===== config.mk =====
export PLATFORM = sky130hd
export DESIGN_NAME = mem_arbiter_flat
export DESIGN_NICKNAME = d
export VERILOG_FILES = /design/src/rtl/mem_arbiter_if.sv /design/src/rtl/mem_arbiter.sv /design/src/flat_wrapper.sv
export SDC_FILE = /design/constraint.sdc
export NUM_CORES = 1
export LEC_CHECK = 0
export ABC_AREA = 1
export CORE_ASPECT_RATIO = 0.8
export CORE_MARGIN = 4
export CORE_UTILIZATION = 38
export DETAILED_ROUTE_END_ITERATION = 16
export PLACE_DENSITY = 0.83
export SLEW_MARGIN = 20
export SYNTH_ARGS = -nofsm -noshare
export SYNTH_HDL_FRONTEND = slang
export SYNTH_SLANG_ARGS = --single-unit

===== constraint.sdc =====
create_clock -name clock -period 1.55 [get_ports clock]
set_clock_uncertainty 0.1 [all_clocks]
set_input_delay 0.31 -clock clock [delete_from_list [all_inputs] [get_ports clock]]
set_output_delay 0.31 -clock clock [all_outputs]
set_load 0.01 [all_outputs]

===== src/rtl/mem_arbiter_if.sv =====
`default_nettype none
// +------------------------------------------------------------------+
// | mem_arbiter_if : request/ack ports and RAM bus of mem_arbiter    |
// | Revision 1.0                                                     |
// +------------------------------------------------------------------+
interface mem_arbiter_if #(
   parameter int ADDR_W = 9,
   parameter int DATA_W = 32
);
   logic              p0_req,   p1_req;
   logic              p0_we,    p1_we;
   logic [ADDR_W-1:0] p0_addr,  p1_addr;
   logic [DATA_W-1:0] p0_wdata, p1_wdata;
   logic              p0_ack,   p1_ack;
   logic [DATA_W-1:0] p0_rdata, p1_rdata;
   logic              ram_read, ram_write;
   logic [ADDR_W-1:0] ram_addr;
   logic [DATA_W-1:0] ram_wdata;
   logic [DATA_W-1:0] ram_rdata;
   logic              busy;

   modport slave (
      input  p0_req, p1_req, p0_we, p1_we, p0_addr, p1_addr,
             p0_wdata, p1_wdata, ram_rdata,
      output p0_ack, p1_ack, p0_rdata, p1_rdata,
             ram_read, ram_write, ram_addr, ram_wdata, busy
   );

   modport master (
      output p0_req, p1_req, p0_we, p1_we, p0_addr, p1_addr,
             p0_wdata, p1_wdata, ram_rdata,
      input  p0_ack, p1_ack, p0_rdata, p1_rdata,
             ram_read, ram_write, ram_addr, ram_wdata, busy
   );
endinterface
`default_nettype wire


===== src/rtl/mem_arbiter.sv =====
`default_nettype none
// +------------------------------------------------------------------+
// | mem_arbiter : two-port arbiter/sequencer for the 512x32 RAM      |
// | Option macro: ROUND_ROBIN_EN (alternate grants on ties)          |
// | Revision 1.0                                                     |
// +------------------------------------------------------------------+
module mem_arbiter #(
   parameter int ADDR_W      = 9,
   parameter int DATA_W      = 32,
   parameter int WAIT_CYCLES = 1
) (
   input  wire logic     clock,
   input  wire logic     clear,
   mem_arbiter_if.slave  bus
);
   localparam logic [3:0] c_CNT_LOAD = 4'(WAIT_CYCLES - 1);

   typedef enum logic [1:0] {
      S_IDLE   = 2'd0,
      S_ACCESS = 2'd1,
      S_DONE   = 2'd2
   } state_t;

   state_t            r_state;
   logic [3:0]        r_cnt;
   logic              r_grant;
   logic              r_we;
   logic              r_ram_read;
   logic              r_ram_write;
   logic [ADDR_W-1:0] r_ram_addr;
   logic [DATA_W-1:0] r_ram_wdata;
   logic              r_p0_ack;
   logic              r_p1_ack;
   logic [DATA_W-1:0] r_p0_rdata;
   logic [DATA_W-1:0] r_p1_rdata;
   logic              r_busy;
`ifdef ROUND_ROBIN_EN
   logic              r_last_grant;
`endif

   logic              w_any;
   logic              w_pick;
   logic              w_we;
   logic [ADDR_W-1:0] w_addr;
   logic [DATA_W-1:0] w_wdata;

   assign w_any = bus.p0_req | bus.p1_req;

   always_comb begin
      w_pick = 1'b0;
      if (bus.p1_req && !bus.p0_req)
         w_pick = 1'b1;
`ifdef ROUND_ROBIN_EN
      else if (bus.p0_req && bus.p1_req)
         w_pick = ~r_last_grant;
`endif
   end

   assign w_we    = w_pick ? bus.p1_we    : bus.p0_we;
   assign w_addr  = w_pick ? bus.p1_addr  : bus.p0_addr;
   assign w_wdata = w_pick ? bus.p1_wdata : bus.p0_wdata;

   always_ff @(posedge clock or negedge clear) begin
      if (!clear) begin
         r_state     <= S_IDLE;
         r_cnt       <= '0;
         r_grant     <= 1'b0;
         r_we        <= 1'b0;
         r_ram_read  <= 1'b0;
         r_ram_write <= 1'b0;
         r_ram_addr  <= '0;
         r_ram_wdata <= '0;
         r_p0_ack    <= 1'b0;
         r_p1_ack    <= 1'b0;
         r_p0_rdata  <= '0;
         r_p1_rdata  <= '0;
         r_busy      <= 1'b0;
`ifdef ROUND_ROBIN_EN
         r_last_grant <= 1'b1;
`endif
      end else begin
         case (r_state)
            S_IDLE: begin
               if (w_any) begin
                  r_state     <= S_ACCESS;
                  r_grant     <= w_pick;
                  r_cnt       <= c_CNT_LOAD;
                  r_we        <= w_we;
                  r_ram_addr  <= w_addr;
                  r_ram_wdata <= w_wdata;
                  r_ram_read  <= ~w_we;
                  r_ram_write <= w_we;
                  r_busy      <= 1'b1;
`ifdef ROUND_ROBIN_EN
                  r_last_grant <= w_pick;
`endif
               end
            end
            S_ACCESS: begin
               if (r_cnt == 4'd0) begin
                  r_state     <= S_DONE;
                  r_ram_read  <= 1'b0;
                  r_ram_write <= 1'b0;
                  if (r_grant) r_p1_ack <= 1'b1;
                  else         r_p0_ack <= 1'b1;
                  // Capture on the last strobe edge, while ram_read is still high
                  if (!r_we) begin
                     if (r_grant) r_p1_rdata <= bus.ram_rdata;
                     else         r_p0_rdata <= bus.ram_rdata;
                  end
               end else begin
                  r_cnt <= r_cnt - 4'd1;
               end
            end
            S_DONE: begin
               r_state  <= S_IDLE;
               r_p0_ack <= 1'b0;
               r_p1_ack <= 1'b0;
               r_busy   <= 1'b0;
            end
            default: r_state <= S_IDLE;
         endcase
      end
   end

   assign bus.ram_read  = r_ram_read;
   assign bus.ram_write = r_ram_write;
   assign bus.ram_addr  = r_ram_addr;
   assign bus.ram_wdata = r_ram_wdata;
   assign bus.p0_ack    = r_p0_ack;
   assign bus.p1_ack    = r_p1_ack;
   assign bus.p0_rdata  = r_p0_rdata;
   assign bus.p1_rdata  = r_p1_rdata;
   assign bus.busy      = r_busy;
endmodule
`default_nettype wire

===== src/flat_wrapper.sv =====
// flat-port wrapper written by rule: the top's interface ports become plain ports
module mem_arbiter_flat 
#(
   parameter int ADDR_W      = 9,
   parameter int DATA_W      = 32,
   parameter int WAIT_CYCLES = 1
)
  (clock, clear, bus_p0_req, bus_p1_req, bus_p0_we, bus_p1_we, bus_p0_addr, bus_p1_addr, bus_p0_wdata, bus_p1_wdata, bus_ram_rdata, bus_p0_ack, bus_p1_ack, bus_p0_rdata, bus_p1_rdata, bus_ram_read, bus_ram_write, bus_ram_addr, bus_ram_wdata, bus_busy);
  mem_arbiter_if #(.ADDR_W(ADDR_W), .DATA_W(DATA_W)) bus_i ();
  input  wire logic clock;
  input  wire logic clear;
  input wire logic [$bits(bus_i.p0_req)-1:0] bus_p0_req;
  input wire logic [$bits(bus_i.p1_req)-1:0] bus_p1_req;
  input wire logic [$bits(bus_i.p0_we)-1:0] bus_p0_we;
  input wire logic [$bits(bus_i.p1_we)-1:0] bus_p1_we;
  input wire logic [$bits(bus_i.p0_addr)-1:0] bus_p0_addr;
  input wire logic [$bits(bus_i.p1_addr)-1:0] bus_p1_addr;
  input wire logic [$bits(bus_i.p0_wdata)-1:0] bus_p0_wdata;
  input wire logic [$bits(bus_i.p1_wdata)-1:0] bus_p1_wdata;
  input wire logic [$bits(bus_i.ram_rdata)-1:0] bus_ram_rdata;
  output wire logic [$bits(bus_i.p0_ack)-1:0] bus_p0_ack;
  output wire logic [$bits(bus_i.p1_ack)-1:0] bus_p1_ack;
  output wire logic [$bits(bus_i.p0_rdata)-1:0] bus_p0_rdata;
  output wire logic [$bits(bus_i.p1_rdata)-1:0] bus_p1_rdata;
  output wire logic [$bits(bus_i.ram_read)-1:0] bus_ram_read;
  output wire logic [$bits(bus_i.ram_write)-1:0] bus_ram_write;
  output wire logic [$bits(bus_i.ram_addr)-1:0] bus_ram_addr;
  output wire logic [$bits(bus_i.ram_wdata)-1:0] bus_ram_wdata;
  output wire logic [$bits(bus_i.busy)-1:0] bus_busy;
  assign bus_i.p0_req = bus_p0_req;
  assign bus_i.p1_req = bus_p1_req;
  assign bus_i.p0_we = bus_p0_we;
  assign bus_i.p1_we = bus_p1_we;
  assign bus_i.p0_addr = bus_p0_addr;
  assign bus_i.p1_addr = bus_p1_addr;
  assign bus_i.p0_wdata = bus_p0_wdata;
  assign bus_i.p1_wdata = bus_p1_wdata;
  assign bus_i.ram_rdata = bus_ram_rdata;
  assign bus_p0_ack = bus_i.p0_ack;
  assign bus_p1_ack = bus_i.p1_ack;
  assign bus_p0_rdata = bus_i.p0_rdata;
  assign bus_p1_rdata = bus_i.p1_rdata;
  assign bus_ram_read = bus_i.ram_read;
  assign bus_ram_write = bus_i.ram_write;
  assign bus_ram_addr = bus_i.ram_addr;
  assign bus_ram_wdata = bus_i.ram_wdata;
  assign bus_busy = bus_i.busy;
  mem_arbiter #(.ADDR_W(ADDR_W), .DATA_W(DATA_W), .WAIT_CYCLES(WAIT_CYCLES)) u_core (.clock(clock), .clear(clear), .bus(bus_i));
endmodule

# Word level (Yosys, flattened, before mapping)
# Cells that the tools add are included.
# W data, S select, Z words.
[op_classes]
n_addsub = 1
mul = 0
div = 0
order_cmp = 0
n_eq_ne = 7
shift = 0
mux = 23
bitwise = 4
n_reduce_logical = 16
[ops]
columns = ["cell", "n"]
rows = [
  ["$mux W32", 1],
  ["$reduce_and A3 Y1", 4],
  ["$mux W1", 10],
  ["$pmux W1 S2", 5],
  ["$mux W9", 1],
  ["$mux W4", 2],
  ["$pmux W4 S2", 1],
  ["$reduce_and A4 Y1", 2],
  ["$ne A2 B1 Y1 const B", 3],
  ["$reduce_and A2 Y1", 3],
  ["$reduce_bool A2 Y1", 3],
  ["$logic_not A4 Y1", 1],
  ["$mux W2", 2],
  ["$ne A2 B2 Y1 const B", 2],
  ["$pmux W2 S2", 1],
  ["$sub A4 B1 Y4 const B", 1],
  ["$not A1 Y1", 3],
  ["$eq A2 B1 Y1 const B", 1],
  ["$eq A2 B2 Y1 const B", 1],
  ["$logic_not A2 Y1", 1],
  ["$logic_and A1 B1 Y1", 1],
  ["$logic_not A1 Y1", 1],
  ["$or A1 B1 Y1", 1],
]
[word_totals]
reg_bits = 118
latch_bits = 0
ram_bits = 0
romBits = 0
out_inout_bits = 110
n_memories = 0

# Logic depth before layout (Yosys ltp)
[depth]
depth_word = 7
depth_mapped = 9
mapped_depth_nobuf = 7

# Worst setup path after synthesis
# OpenSTA, ideal clock, no wires.
[synth_timing]
kind = "register to register"
startpoint = "register u_core.r_state[1]"
endpoint = "register u_core.r_p0_rdata[11], in the netlist u_core.bus.p0_rdata[11]"
arrival_ps = 1372
required_ps = 1324
slack_ps = -48
path_stages_with_launch = 10
synth_period_minus_slack_ps = 1598
path_cell_list = "dfrtp_1 inv_1 ha_1 buf_4 nand2_1 nor2_1 nand2_2 buf_4 nand2_1 o21ai_0"
[synth_between]
elab_chain_cells = 2
[synth_rtl]
columns = ["element", "line", "source"]
rows = [
  ["from (decl)", "mem_arbiter.sv:24", "state_t r_state;"],
  ["from (signal assigned)", "mem_arbiter.sv:65", "r_state <= S_IDLE;"],
  ["from (signal assigned)", "mem_arbiter.sv:85", "r_state <= S_ACCESS;"],
  ["from (signal assigned)", "mem_arbiter.sv:101", "r_state <= S_DONE;"],
  ["$eq A2 B1 Y1", "mem_arbiter.sv:82", "case (r_state)"],
  ["$reduce_and A4 Y1 (no line)", "--", ""],
  ["to (signal assigned)", "mem_arbiter.sv:109", "else r_p0_rdata <= bus.ram_rdata;"],
  ["to (decl)", "mem_arbiter.sv:34", "logic [DATA_W-1:0] r_p0_rdata;"],
]
# No other way between the ends.
# A chain may end at the register's enable or synchronous reset.

# Final worst setup path
[layout_timing]
startpoint = "register u_core.r_state[0]"
endpoint = "register u_core.r_ram_wdata[13], in the netlist u_core.bus.ram_wdata[13]"
[layout_between]
elab_chain_cells = 2
[layout_rtl]
columns = ["element", "line", "source"]
rows = [
  ["$logic_not A2 Y1", "mem_arbiter.sv:82", ""],
  ["$reduce_and A2 Y1 (no line)", "--", ""],
  ["to (signal assigned)", "mem_arbiter.sv:90", "r_ram_wdata <= w_wdata;"],
  ["to (decl)", "mem_arbiter.sv:31", "logic [DATA_W-1:0] r_ram_wdata;"],
]
# No other way between the ends.

==> flow_summary.ini <==
[timing]
finalHoldViolations = 0
period_minus_slack_ns = 1.58
rsz0062_at_grt = yes
drv_slew = 0
setup_ws_ns = -0.0291
period_share_pct = 102
worst_pin_slew_ns = 0.499
setup_viol = 30
clock.fmax_mhz = 633
relSlewSlack_pct = 66.7

[synth]
yosys_register_bits = 118
yosysUniqueCellTypes = 19
syn_nets = 685
ys_seq_area_share_pct = 59.2
netlist_area_um2 = 4990
yosysWarnings = 0
avgSynthCellArea_um2 = 8.93
synth_cells = 559

[cells_and_area]
diodes = 0
final_cell_mix = clkdlybuf4s50_1 (118), dfrtp_1 (117), dlygate4sd2_1 (99), nand2_1 (90), o21ai_1 (79)
final_common_cell = clkdlybuf4s50_1
fin_area_um2 = 8760
final_util_pct = 68.1
nets = 948
drive_gt1_share_pct = 18.8
n_fill_cell = 1046
syn_to_final_growth_pct = 75.5

[die]
initial_core_util_pct = 38.8
rows = 37
die_area_um2 = 15000
core_um2 = 12900
die_x_um = 136
die_y_um = 111
ios = 230

[drt]
wl_um = 16800
drtIter0Drc = 190
firstDrtPassIters = 5
post_drt_wl_per_cell_um = 16.6
drc_errors = 0
final_antenna_net_count = 0
num_vias = 4869
vias_per_cell = 4.82

[power_and_ir_drop]
p_seq_share_pct = 31.6
switchingPower_uw = 6500
combPwrFrac_pct = 44.9
swShare_pct = 36.3
power.density_nw_per_um2 = 2040
clkPwrFrac_pct = 23.5
p_leak_uw = 0.00421
power.internal_uw = 11400
ir_worst_vdd_mv = 0.841

[grt]
grt_pass1_wl_um = 23900
grt_pass1_vias = 4908
antenna_found_initial = 0
grt_usage_pct = 19.9
grt_max_degree = 86
overflow = 0

[clock_tree]
clockBufferDepth = 2
cts_sinks = 118
h-tree-depth = 4
clk_latency_ns = 0.39
path_clk_slew_ns = 0.05
cts_tree = built
cts_buffers = 17
cts_root_buf = clkbuf_16

[outcome]
violations = setup timing
status = complete, but fails checks

[setup_path]
reg2regPathDepth = 9
worst-setup-path-type = reg2reg
timing.rr.end = u_core.bus.ram_wdata[13]$_DFFE_PN0P_
worstPathRequired_ns = 1.73
worstPathMaxFanout = 14
rr_startpoint = u_core.r_state[0]$_DFFE_PN0P_
worstSetupStartpoint = u_core.r_state[0]$_DFFE_PN0P_
critPathCaptureType = flop
cp.arrival_ns = 1.75
startpoint_type = flop
rrSetupSlack_ns = -0.03

[hold_path]
hp-class = in2async

[placed_design]
place_area_um2 = 7650
dp_hpwl_um = 10800
place_congestion = 0.786
port_buffers = 229
place_ws_ns = -0.249

[run]
maxCapViolCount = 0
layer usage:
metal	track usage (%)	routed length, µm
met5	0	0
met2	33.6	8520
met1	23.4	6550
met4	7.66	324
met3	6.56	1410
layout make-up:
class                      instances  area (µm²)  area share, %
sequential                       118        2950           33.7
timing repair buffer             273        2790           31.8
multi-input combinational        361        1960           22.4
clock buffer                      20         467           5.33
tap                              175         219           2.50
inverter                          51         201           2.30
clock inverter                    12         174           1.99
timing repair:
item,CTS,global route
gates resized for setup,119,139
hold buffers,1,0
hold endpoints to repair,118,0
pin swaps,0,6
buffers inserted,2,1
cloned,1,9
endpoints found under the setup margin,167,114
Yosys cell counts:
master / count / share of area (%)
dfrtp_1: 118 / 59
clkbuf_1: 11 / 0.83
or2_2: 1 / 0.13
o21ai_0: 97 / 9.7
nand4_1: 2 / 0.25
nand3_1: 12 / 1.2
o21ai_1: 58 / 5.8
a21oi_4: 1 / 0.33
buf_4: 3 / 0.45
inv_1: 46 / 3.5
nand2_2: 2 / 0.25
inv_2: 5 / 0.38
nand2_1: 134 / 10
nand3_4: 1 / 0.35
nor2_2: 1 / 0.13
buf_6: 8 / 1.8
buf_2: 7 / 0.70
ha_1: 6 / 1.5
nor2_1: 46 / 3.5
flip-flops by register name, indices dropped and copies added (netlist names), 2 cells and up:
signal	flops
u_core.bus.ram_addr	9
u_core.r_state	2
u_core.bus.ram_wdata	32
u_core.bus.p1_rdata	32
u_core.bus.p0_rdata	32
u_core.r_cnt	4
power groups by stage:
stage / logic (µW) / clock network, µW / registers, µW
floorplan: 2580 / 0 / 6160
global placement: 7410 / 0 / 5500
detailed placement: 7630 / 0 / 5540
CTS: 6900 / 4280 / 5470
global route: 8790 / 4430 / 5840
finish: 8050 / 4210 / 5650
stage by stage:
step | hold WS, ns | power (µW) | setup TNS [ns] | std cells
2_1_floorplan | -0.0856 | 8740 | 0 | 559
3_3_place_gp | 0.279 | 12900 | -7.40 | 964
3_5_place_dp | 0.288 | 13200 | -9.59 | 964
4_1_cts | 0.366 | 16600 | -0.489 | 1000
5_1_grt | 0.373 | 19100 | -4.78 | 1010
6_report | 0.367 | 17900 | -0.345 | 1010
worst max-delay path, stage by stage (launching register included):
cell and delay [ns]:
dfrtp_2 0.44, inv_2 0.09, ha_4 0.14, inv_2 0.05
a21oi_4 0.13, buf_12 0.17, inv_8 0.05, clkbuf_16 0.17
nand2_1 0.06, o21ai_1 0.06
worst max path at each step:
| stage | end | depth (start not counted) |
|---|---|---|
| after floorplan | u_core.bus.p0_rdata[11]$_DFFE_PN0P_ | 9 |
| after global placement | u_core.bus.ram_wdata[9]$_DFFE_PN0P_ | 6 |
| after detailed placement | u_core.bus.ram_wdata[11]$_DFFE_PN0P_ | 6 |
| after CTS | u_core.bus.ram_addr[8]$_DFFE_PN0P_ | 9 |
| after global routing | u_core.bus.ram_wdata[11]$_DFFE_PN0P_ | 9 |
| final | u_core.bus.ram_wdata[13]$_DFFE_PN0P_ | 9 |
logic make-up (layout without fill, tap and decap cells):
kind of cell	after synthesis	in the layout	share of synthesized area [%]
AND/OR/NAND/NOR	199	199	15.8
flip-flops	118	118	59.2
AO/OA/AOI/OAI	156	156	15.9
adder cells (fa/ha/maj)	6	6	1.50
buffers and inverters	80	356	7.62
Power figures use the tool's default switching activity.
